**src/rtl/block_lu_scheduler.sv**
```systemverilog
// Five-step 2x2 block-LU sequencer: LU(A0), inv(L0), inv(U0), Schur(A3), LU(A3).
// Optional per-step watchdog is compiled in with BLOCK_LU_SCHED_WATCHDOG_EN.
module block_lu_scheduler #(
    parameter int START_CYCLES = 2,
    parameter int TIMEOUT      = 4096
) (
    input  logic       clk_i,
    input  logic       rst_i,
    input  logic       start_i,
    input  logic       flush_i,
    output logic       busy_o,
    output logic       done_o,
    output logic       error_o,
    output logic [2:0] step_o,
    output logic       step_done_o,
    output logic [1:0] buf_sel_o,
    output logic       lu_start_o,
    output logic       ti_start_o,
    output logic       schur_start_o,
    output logic       lu_flush_o,
    output logic       ti_flush_o,
    output logic       schur_flush_o,
    input  logic       lu_busy_i,
    input  logic       ti_busy_i,
    input  logic       schur_busy_i,
    input  logic       lu_in_ready_i,
    input  logic       ti_in_ready_i,
    input  logic       schur_in_ready_i
);

    typedef enum logic [2:0] {
        S_IDLE  = 3'd0,
        S_START = 3'd1,
        S_ARM   = 3'd2,
        S_WAIT  = 3'd3,
        S_DONE  = 3'd4,
        S_ERROR = 3'd5
    } state_t;

    localparam logic [1:0] ENG_LU    = 2'd0;
    localparam logic [1:0] ENG_TI    = 2'd1;
    localparam logic [1:0] ENG_SCHUR = 2'd2;
    localparam logic [3:0] CNT_LAST  = 4'(START_CYCLES - 1);
    localparam logic [2:0] LAST_STEP = 3'd4;

    function automatic logic [1:0] eng_of(input logic [2:0] step);
        case (step)
            3'd0:       eng_of = ENG_LU;
            3'd1, 3'd2: eng_of = ENG_TI;
            3'd3:       eng_of = ENG_SCHUR;
            3'd4:       eng_of = ENG_LU;
            default:    eng_of = ENG_LU;
        endcase
    endfunction

    function automatic logic [1:0] buf_of(input logic [2:0] step);
        case (step)
            3'd0:       buf_of = 2'd0;
            3'd1:       buf_of = 2'd1;
            3'd2:       buf_of = 2'd2;
            3'd3, 3'd4: buf_of = 2'd3;
            default:    buf_of = 2'd0;
        endcase
    endfunction

    function automatic logic is_active(input state_t s);
        is_active = (s == S_START) || (s == S_ARM) || (s == S_WAIT);
    endfunction

    state_t     state_q, state_d;
    logic [2:0] step_q, step_d;
    logic [3:0] cnt_q, cnt_d;
    // settle_q marks the strobe-free first START cycle after a step hand-off,
    // giving buf_sel_o a full cycle to settle before the next strobe rises.
    logic       settle_q, settle_d;
    logic       flush_prev_q;
    logic       busy_q, busy_d;
    logic       done_q, done_d;
    logic [2:0] step_o_q, step_o_d;
    logic       step_done_q, step_done_d;
    logic [1:0] buf_sel_q, buf_sel_d;
    logic       lu_start_q, lu_start_d;
    logic       ti_start_q, ti_start_d;
    logic       schur_start_q, schur_start_d;
    logic       flush_pulse_q, flush_pulse_d;
    logic       sel_busy_s;
    logic       sel_ready_s;
    logic       strobe_on_s;

`ifdef BLOCK_LU_SCHED_WATCHDOG_EN
    localparam int WD_W = $clog2(TIMEOUT + 1);
    logic [WD_W-1:0] wd_q, wd_d;
    logic            error_q, error_d;
    logic            wd_expired_s;
`endif

    // Busy/ready of the engine owning the current step.
    always_comb begin
        sel_busy_s  = 1'b0;
        sel_ready_s = 1'b0;
        case (eng_of(step_q))
            ENG_LU: begin
                sel_busy_s  = lu_busy_i;
                sel_ready_s = lu_in_ready_i;
            end
            ENG_TI: begin
                sel_busy_s  = ti_busy_i;
                sel_ready_s = ti_in_ready_i;
            end
            ENG_SCHUR: begin
                sel_busy_s  = schur_busy_i;
                sel_ready_s = schur_in_ready_i;
            end
            default: begin
                sel_busy_s  = 1'b0;
                sel_ready_s = 1'b0;
            end
        endcase
    end

    // Next-state logic and the values every registered output takes next cycle.
    always_comb begin
        state_d     = state_q;
        step_d      = step_q;
        cnt_d       = cnt_q;
        settle_d    = settle_q;
        step_done_d = 1'b0;
`ifdef BLOCK_LU_SCHED_WATCHDOG_EN
        wd_expired_s = is_active(state_q) && (wd_q == WD_W'(TIMEOUT - 1));
`endif

        if (flush_i) begin
            state_d  = S_IDLE;
            step_d   = 3'd0;
            cnt_d    = 4'd0;
            settle_d = 1'b0;
`ifdef BLOCK_LU_SCHED_WATCHDOG_EN
        end else if (wd_expired_s) begin
            state_d  = S_ERROR;
            cnt_d    = 4'd0;
            settle_d = 1'b0;
`endif
        end else begin
            case (state_q)
                S_IDLE, S_DONE, S_ERROR: begin
                    if (start_i) begin
                        state_d  = S_START;
                        step_d   = 3'd0;
                        cnt_d    = 4'd0;
                        settle_d = 1'b0;
                    end else begin
                        state_d  = state_q;
                    end
                end
                S_START: begin
                    if (settle_q) begin
                        settle_d = 1'b0;
                    end else if (cnt_q == CNT_LAST) begin
                        cnt_d   = 4'd0;
                        state_d = S_ARM;
                    end else begin
                        cnt_d = cnt_q + 4'd1;
                    end
                end
                S_ARM: begin
                    if (sel_busy_s) begin
                        state_d = S_WAIT;
                    end else begin
                        state_d = S_ARM;
                    end
                end
                S_WAIT: begin
                    if (!sel_busy_s && sel_ready_s) begin
                        step_done_d = 1'b1;
                        if (step_q == LAST_STEP) begin
                            state_d = S_DONE;
                        end else begin
                            state_d  = S_START;
                            step_d   = step_q + 3'd1;
                            cnt_d    = 4'd0;
                            settle_d = 1'b1;
                        end
                    end else begin
                        state_d = S_WAIT;
                    end
                end
                default: begin
                    state_d = S_IDLE;
                    step_d  = 3'd0;
                end
            endcase
        end

        strobe_on_s   = (state_d == S_START) && !settle_d;
        busy_d        = is_active(state_d);
        done_d        = (state_d == S_DONE) && (state_q != S_DONE);
        step_o_d      = step_done_d ? step_q : step_d;
        buf_sel_d     = buf_of(step_d);
        lu_start_d    = strobe_on_s && (eng_of(step_d) == ENG_LU);
        ti_start_d    = strobe_on_s && (eng_of(step_d) == ENG_TI);
        schur_start_d = strobe_on_s && (eng_of(step_d) == ENG_SCHUR);
        flush_pulse_d = flush_i && !flush_prev_q;
    end

    // Control state and registered outputs.
    always_ff @(posedge clk_i or posedge rst_i) begin
        if (rst_i) begin
            state_q       <= S_IDLE;
            step_q        <= 3'd0;
            cnt_q         <= 4'd0;
            settle_q      <= 1'b0;
            flush_prev_q  <= 1'b0;
            busy_q        <= 1'b0;
            done_q        <= 1'b0;
            step_o_q      <= 3'd0;
            step_done_q   <= 1'b0;
            buf_sel_q     <= 2'd0;
            lu_start_q    <= 1'b0;
            ti_start_q    <= 1'b0;
            schur_start_q <= 1'b0;
            flush_pulse_q <= 1'b0;
        end else begin
            state_q       <= state_d;
            step_q        <= step_d;
            cnt_q         <= cnt_d;
            settle_q      <= settle_d;
            flush_prev_q  <= flush_i;
            busy_q        <= busy_d;
            done_q        <= done_d;
            step_o_q      <= step_o_d;
            step_done_q   <= step_done_d;
            buf_sel_q     <= buf_sel_d;
            lu_start_q    <= lu_start_d;
            ti_start_q    <= ti_start_d;
            schur_start_q <= schur_start_d;
            flush_pulse_q <= flush_pulse_d;
        end
    end

`ifdef BLOCK_LU_SCHED_WATCHDOG_EN
    // Step watchdog restarts on each START entry and runs through ARM and WAIT.
    always_comb begin
        if (flush_i) begin
            wd_d = '0;
        end else if ((state_d == S_START) && (state_q != S_START)) begin
            wd_d = '0;
        end else if (is_active(state_q)) begin
            wd_d = wd_q + WD_W'(1);
        end else begin
            wd_d = wd_q;
        end
        error_d = (state_d == S_ERROR);
    end

    // Watchdog counter and error flag.
    always_ff @(posedge clk_i or posedge rst_i) begin
        if (rst_i) begin
            wd_q    <= '0;
            error_q <= 1'b0;
        end else begin
            wd_q    <= wd_d;
            error_q <= error_d;
        end
    end

    assign error_o = error_q;
`else
    assign error_o = 1'b0;
`endif

    assign busy_o        = busy_q;
    assign done_o        = done_q;
    assign step_o        = step_o_q;
    assign step_done_o   = step_done_q;
    assign buf_sel_o     = buf_sel_q;
    assign lu_start_o    = lu_start_q;
    assign ti_start_o    = ti_start_q;
    assign schur_start_o = schur_start_q;
    assign lu_flush_o    = flush_pulse_q;
    assign ti_flush_o    = flush_pulse_q;
    assign schur_flush_o = flush_pulse_q;

endmodule

```
**config.mk**
```make
export PLATFORM = sky130hd
export DESIGN_NAME = block_lu_scheduler
export DESIGN_NICKNAME = d
export VERILOG_FILES = /design/src/rtl/block_lu_scheduler.sv
export SDC_FILE = /design/constraint.sdc
export NUM_CORES = 1
export LEC_CHECK = 0
export ABC_AREA = 1
export BUFFER_PORTS_ARGS = -buffer_cell sky130_fd_sc_hd__buf_2
export CORE_ASPECT_RATIO = 0.5
export CORE_UTILIZATION = 30
export DETAILED_ROUTE_END_ITERATION = 10
export GPL_TIMING_DRIVEN = 0
export MAX_ROUTING_LAYER = met4
export PLACE_DENSITY = 0.59
export SETUP_SLACK_MARGIN = 0.4
export SLEW_MARGIN = 15
export SYNTH_ARGS = -nofsm -noshare
export SYNTH_HDL_FRONTEND = slang
export SYNTH_SLANG_ARGS = --single-unit
```
**constraint.sdc**
```tcl
create_clock -name clk_i -period 4 [get_ports clk_i]
set_clock_uncertainty 0.2 [all_clocks]
set_input_delay 0.2 -clock clk_i [delete_from_list [all_inputs] [get_ports clk_i]]
set_output_delay 0.2 -clock clk_i [all_outputs]
set_load 0.02 [all_outputs]
```
==> reports/metrics.yaml, run 1 <==
placed_cell_area_um2: 1600
fp.dieH_um: 50.5
r2r_end: "lu_start_o$_DFF_PP0_"
critPathLaunchType: "flop"
cts-root-buf: "clkbuf_8"
utilization_pct: 37.5
synth_area_leaders: "dfrtp_1 (42%), nand2_1 (9.3%), ha_1 (6.2%)"
max-cap-violations: 0
grt_pass1_wl_um: 4440
via_per_inst: 4.51
reg2reg_slack_ns: 1.63
grt_antenna_before_repair: 0
path_class: "reg -> reg"
min_path_type: "in -> reg"
vias: 1173
status: "complete, no violations"
pwr-share-seq_pct: 50.2
clock_sinks: 24
clockBufferDepth: 2
grt.total_usage_pct: 11.5
combPwrFrac_pct: 17.8
drtAntennaViolNets: 0
htreeDepth: 1
clock_latency_ns: 0.26
wl_um: 2760
p_int_mw: 0.371
rsz0062_at_grt: "false"
worstHoldEndpoint: "state_q[2]$_DFF_PP0_"
syn_inst: 174
ys_seq_area_share_pct: 42.5
final-hold-violation-count: 0
cts_tree: "built"
first_iter_violations: 101
tns_ns: 0
ys_ff_latch: 24
insertedDiodeCount: 0
synth_largest_area_cell: "dfrtp_1"
cts_buffers: 3
syn_nets: 191
grt_pass1_vias: 996
ys_warn_count: 0
worst_slew_pin_slew_ns: 0.878
p_leak_nw: 0.878
reg2reg_from: "step_q[0]$_DFF_PP0_"
synth_top_cell_area_share_pct: 42.5
drive_above_1_share_pct: 27.6
syn_area_um2: 1410
power_mw: 0.514
p_sw_share_pct: 27.9
dp_hpwl_um: 2180
layout_min_cycle_time_ns: 2.37
coreArea_um2: 4470
crit_path_max_fanout: 6
gp_congestion: 0.868
synth_cell_types: 30
top_level_ports: 25
drc: 0
fmax_ghz: 0.421
cts_setup_buffers: 0
clkPwrFrac_pct: 32.0
chipWidth_um: 99.1
postLayoutCellArea_um2: 1680
timing.final.crit_share_pct: 59.4
overflow: 0
rows: 17
relSlewSlack_pct: 41.4
final_common_cell: "nand2_1"
area_growth_pct: 18.5
switchingPower_mw: 0.143
wl_per_cell_um: 10.6
finalSetupViolCount: 0
finalMaxSlewViolations: 0
clkTransAtPathRegs_ns: 0.09
min-delay-start: "start_i"
final_cell_mix: "nand2_1 (35), dfrtp_1 (24), buf_2 (23)"
worst_r2r_path_depth: 14
avgSynthCellArea_um2: 8.13
critPathRequiredTime_ns: 3.95
nets: 221
portBuffers: 23
cp-end-kind: "flop"
die-area_um2: 5010
worstHoldPathCells: 6
start_util_pct: 31.7
grt_max_degree: 25
first_pass_iters: 4
powerDensity_nw_per_um2: 307
arrival_ns: 2.33
peakVddDrop_uv: 133
power by group through the flow:
| stage | Clock (mW) | Sequential (mW) | Combinational (mW) |
|---|---|---|---|
| 3_5_place_dp | 0 | 0.263 | 0.0903 |
| 2_1_floorplan | 0 | 0.269 | 0.0602 |
| 3_3_place_gp | 0 | 0.263 | 0.0889 |
| 6_report | 0.165 | 0.258 | 0.0914 |
| 5_1_grt | 0.177 | 0.260 | 0.101 |
| 4_1_cts | 0.170 | 0.259 | 0.0918 |
worst max-delay path: stages (launching register included):
cell     delay, ns
dfrtp_1       0.47
ha_1          0.23
ha_1          0.21
inv_1         0.13
nand4_1       0.10
nand2_1       0.12
nor2_4        0.06
nand2_4       0.11
nand2_1       0.06
nand3_1       0.07
nand2_1       0.09
nand2_1       0.16
inv_2         0.07
a21oi_1       0.12
nor2_1        0.05
layout make-up:
class	instances	area [um^2]
fillers	458	2790
multi-input cells	117	678
flip-flops and latches	24	601
repair buffers	25	135
inverters	30	113
well taps	57	71.3
clock buffers	4	55.1
plain buffers	3	22.5
logic make-up after synthesis:
kind of cell,synth area share (%)
AO/OA/AOI/OAI,10.4
XOR/XNOR,1.24
adder cells (fa/ha/maj),6.19
buffers and inverters,9.56
flip-flops,42.5
other,0.265
AND/OR/NAND/NOR,29.8
layer usage:
layer	vias up	track usage, %	wire length [um]	part of all wire (%)
met1	536	15.9	1440	52
met5	-	-	0	0
met4	0	2.21	0	0
met3	0	2.09	129	4.7
li1	608	-	-	-
met2	29	18.1	1200	43
worst max path at each step:
| stage | start | depth (start not counted) | endpoint | slack, ns |
|---|---|---|---|---|
| global placement | step_q[0]$_DFF_PP0_ | 14 | lu_start_o$_DFF_PP0_ | 1.66 |
| finish | step_q[0]$_DFF_PP0_ | 14 | lu_start_o$_DFF_PP0_ | 1.63 |
| CTS | step_q[0]$_DFF_PP0_ | 14 | lu_start_o$_DFF_PP0_ | 1.63 |
| floorplan | step_q[0]$_DFF_PP0_ | 14 | lu_start_o$_DFF_PP0_ | 1.89 |
| global route | step_q[0]$_DFF_PP0_ | 14 | lu_start_o$_DFF_PP0_ | 1.42 |
| detailed placement | step_q[0]$_DFF_PP0_ | 14 | lu_start_o$_DFF_PP0_ | 1.64 |
what timing repair did:
action / 4_1_cts / 5_1_grt
resized for setup: 0 / 0
hold buffers: 2 / 0
endpoints found under the hold margin: 25 / 0
stage by stage:
step	instances	hold slack (ns)	setup slack, ns
6_report	260	0.188	1.63
5_1_grt	260	0.218	1.42
4_1_cts	260	0.183	1.63
3_5_place_dp	254	0.189	1.64
3_3_place_gp	254	0.190	1.66
2_1_floorplan	174	0.0146	1.89
synthesized netlist by cell type, drive strengths merged:
| cell type | n |
|---|---|
| conb | 1 |
| or2 | 1 |
| o22ai | 1 |
| nand3 | 13 |
| buf | 3 |
| nor3 | 6 |
| clkinv | 1 |
| nand3b | 1 |
| ha | 7 |
| inv | 29 |
| a21oi | 7 |
| xor2 | 1 |
| o21a | 1 |
| a31oi | 1 |
| xnor2 | 1 |
| nand4 | 3 |
| nand2 | 41 |
| o21ai | 14 |
| dfrtp | 24 |
| nor2 | 18 |
flip-flops by register name, indices dropped and copies added (netlist names):
name,count
lu_start_o,1
schur_start_o,1
cnt_q,4
lu_flush_o,1
ti_start_o,1
busy_o,1
step_o,3
step_done_o,1
buf_sel_o,2
done_o,1
settle_q,1
step_q,3
flush_prev_q,1
state_q,3
(Power assumes the default switching activity.)
==> inputs of run 2 (changes only) <==
==> constraint.sdc (replaced) <==
create_clock -name clk_i -period 2.5 [get_ports clk_i]
set_clock_uncertainty 0.2 [all_clocks]
set_input_delay 0.125 -clock clk_i [delete_from_list [all_inputs] [get_ports clk_i]]
set_output_delay 0.125 -clock clk_i [all_outputs]
set_load 0.02 [all_outputs]
==> run 2 against run 1 <==
  * Clock power up 60%
  * Sequential share of layout area down 3.3 points
  * Combinational power up 78%
  * Clock-buffer cell count unchanged
  * Worst hold slack worse by 0.096 ns
  * Routed wire length up 11%
  * Sequential power up 60%
==> reports/metrics.yaml, run 2 (synthesis results as in run 1) <==
clock_latency_ns: 0.27  # about the same
fin_ws_ns: 0.314  # -1.31 ns
first_iter_violations: 115  # +14%
gp_congestion: 0.867  # about the same
final-hold-violation-count: 0  # unchanged
chipWidth_um: 99.1  # unchanged
max-cap-violations: 0  # unchanged
combPwrFrac_pct: 19.4  # +1.6 points
die-area_um2: 5010  # unchanged
grt_pass1_vias: 1154  # +16%
wl_met3_um: 105  # -19%
hold_slack_ns: 0.0912  # -0.0964 ns
crit_path_max_fanout: 6  # unchanged
finalMaxSlewViolations: 0  # unchanged
first_pass_iters: 4  # unchanged
p_leak_nw: 0.936  # +6.6%
top_level_ports: 25  # unchanged
peakVddDrop_uv: 170  # +27%
drc: 0  # unchanged
wl_um: 3070  # +11%
cp_top_family: "simple AND/OR/NAND/NOR gates"
p_sw_share_pct: 28.5  # +0.66 points
rows: 17  # unchanged
clkTransAtPathRegs_ns: 0.09  # about the same
pwr-share-seq_pct: 49.2  # -1.0 points
vias: 1196  # +2.0%
rsz0062_at_grt: "true"
fmax_ghz: 0.457  # +8.6%
cts_buffers: 3  # unchanged
tns_ns: 0  # unchanged
grt_pass1_wl_um: 5200  # +17%
met2_length_um: 1380  # +16%
area_growth_pct: 31.1
path_cells: "ha_4 > ha_4 > inv_4 > nand4_1 > nand3_2 > nand2_4 > nor2_4 > nand2_2 > a21oi_4 > nand3_2 > a21oi_2"
clockBufferDepth: 2  # unchanged
critPathBufInv: 1  # -1
reg2reg_slack_ns: 0.31  # -1.31 ns
regMostFlops: "cnt_q"
grt_antenna_before_repair: 0  # unchanged
power_mw: 0.841  # +64%
start_util_pct: 31.7  # unchanged
cp-end-kind: "flop"
cts-root-buf: "clkbuf_8"
grt_max_degree: 25  # unchanged
layout_min_cycle_time_ns: 2.19  # -0.189 ns
drive_above_1_share_pct: 41.6  # +14 points
slowest_delay_ns: 0.48  # about the same
coreArea_um2: 4470  # unchanged
overflow: 0  # unchanged
p_int_mw: 0.601  # +62%
cp_slowest_cell: "dfrtp_2"
status: "complete, no violations"
grt.total_usage_pct: 13.7  # +2.2 points
dp_hpwl_um: 2170  # -0.14%
critPathRequiredTime_ns: 2.49  # -1.46 ns
path_class: "reg -> reg"
arrival_ns: 2.18  # -0.15 ns
largest_register_ffs: 4  # unchanged
clock_sinks: 24  # unchanged
nets: 227  # +2.7%
fp.dieH_um: 50.5  # unchanged
switchingPower_mw: 0.240  # +67%
worst_slew_pin_slew_ns: 0.912  # +0.0334 ns
finalSetupViolCount: 0  # unchanged
final_cell_mix: "nand2_1 (27), buf_2 (23), dfrtp_1 (22)"
via_per_inst: 4.50  # -0.34%
drtAntennaViolNets: 0  # unchanged
min_path_type: "in -> reg"
top_layer_used: "met3"
clkPwrFrac_pct: 31.4  # -0.6 points
dp_worst_setup_slack_ns: 0.170  # -1.47 ns
powerDensity_nw_per_um2: 454  # +48%
portBuffers: 23  # unchanged
final_common_cell: "nand2_1"
insertedDiodeCount: 0  # unchanged
relSlewSlack_pct: 39.1  # -2.2 points
htreeDepth: 1  # unchanged
cts_tree: "built"
critPathLaunchType: "flop"
m1WireLength_um: 1580  # +9.8%
wl_per_cell_um: 11.5  # +8.6%
timing.final.crit_share_pct: 87.4  # +28 points
run 2: cell count changes in the layout (fill, tap and decap cells not counted), sizes merged:
| cell | before | now |
|---|---|---|
| buf | 26 | 32 |
run 2: final cells by class:
| cell class | count | area (um^2) |
|---|---|---|
| Buffer | 3 | 22.5 |
| Clock buffer | 4 | 55.1 |
| Timing Repair Buffer | 31 | 184 |
| Sequential cell | 24 | 603 |
| Multi-Input combinational cell | 117 | 800 |
| Tap cell | 57 | 71.3 |
| Inverter | 30 | 118 |
| Fill cell | 443 | 2610 |
run 2: timing repair:
| item | 4_1_cts | 5_1_grt |
|---|---|---|
| pin swaps | 11 | 10 |
| endpoints found under the hold margin | 26 | 0 |
| setup endpoints to repair | 16 | 17 |
| resized for setup | 22 | 15 |
| hold buffers | 2 | 0 |
| buffers inserted | 6 | 0 |
run 2: path summary, 6_finish.rpt:
path	start	to	cells after the start
max	step_q[0]$_DFF_PP0_	ti_start_o$_DFF_PP0_	11
min in group asynchronous	rst_i	step_q[0]$_DFF_PP0_	3
max in group asynchronous	rst_i	step_q[1]$_DFF_PP0_	3
max reg2reg	step_q[0]$_DFF_PP0_	ti_start_o$_DFF_PP0_	11
min reg2reg	flush_prev_q$_DFF_PP0_	lu_flush_o$_DFF_PP0_	1
min	start_i	state_q[2]$_DFF_PP0_	6
run 2: power by group through the flow:
stage               combinational [mW]  clock [mW]  sequential (mW)
finish                           0.163       0.264            0.414
global route                     0.181       0.290            0.416
CTS                              0.157       0.272            0.414
detailed placement               0.146           0            0.421
global placement                 0.142           0            0.421
floorplan                       0.0964           0            0.430
run 2: through the flow:
| stage | util [%] | cell area, um^2 | std cells |
|---|---|---|---|
| floorplan | - | 1410 | 174 |
| global placement | 35.8 | 1600 | 254 |
| detailed placement | 35.8 | 1600 | 254 |
| CTS | 40.3 | 1800 | 266 |
| global route | 41.5 | 1850 | 266 |
| finish | 41.5 | 1850 | 266 |
run 2: tightest hold or removal path, delay by kind of cell:
kind            cells  cell delay, ns
simple gates        2            0.17
buf+inv             3            0.17
compound gates      1            0.07
run 2: layer usage:
| metal | GRT usage, % | vias to the layer above |
|---|---|---|
| li1 | - | 616 |
| met1 | 18.9 | 559 |
| met2 | 20.9 | 21 |
| met3 | 2.92 | 0 |
| met4 | 2.94 | 0 |
| met5 | - | - |
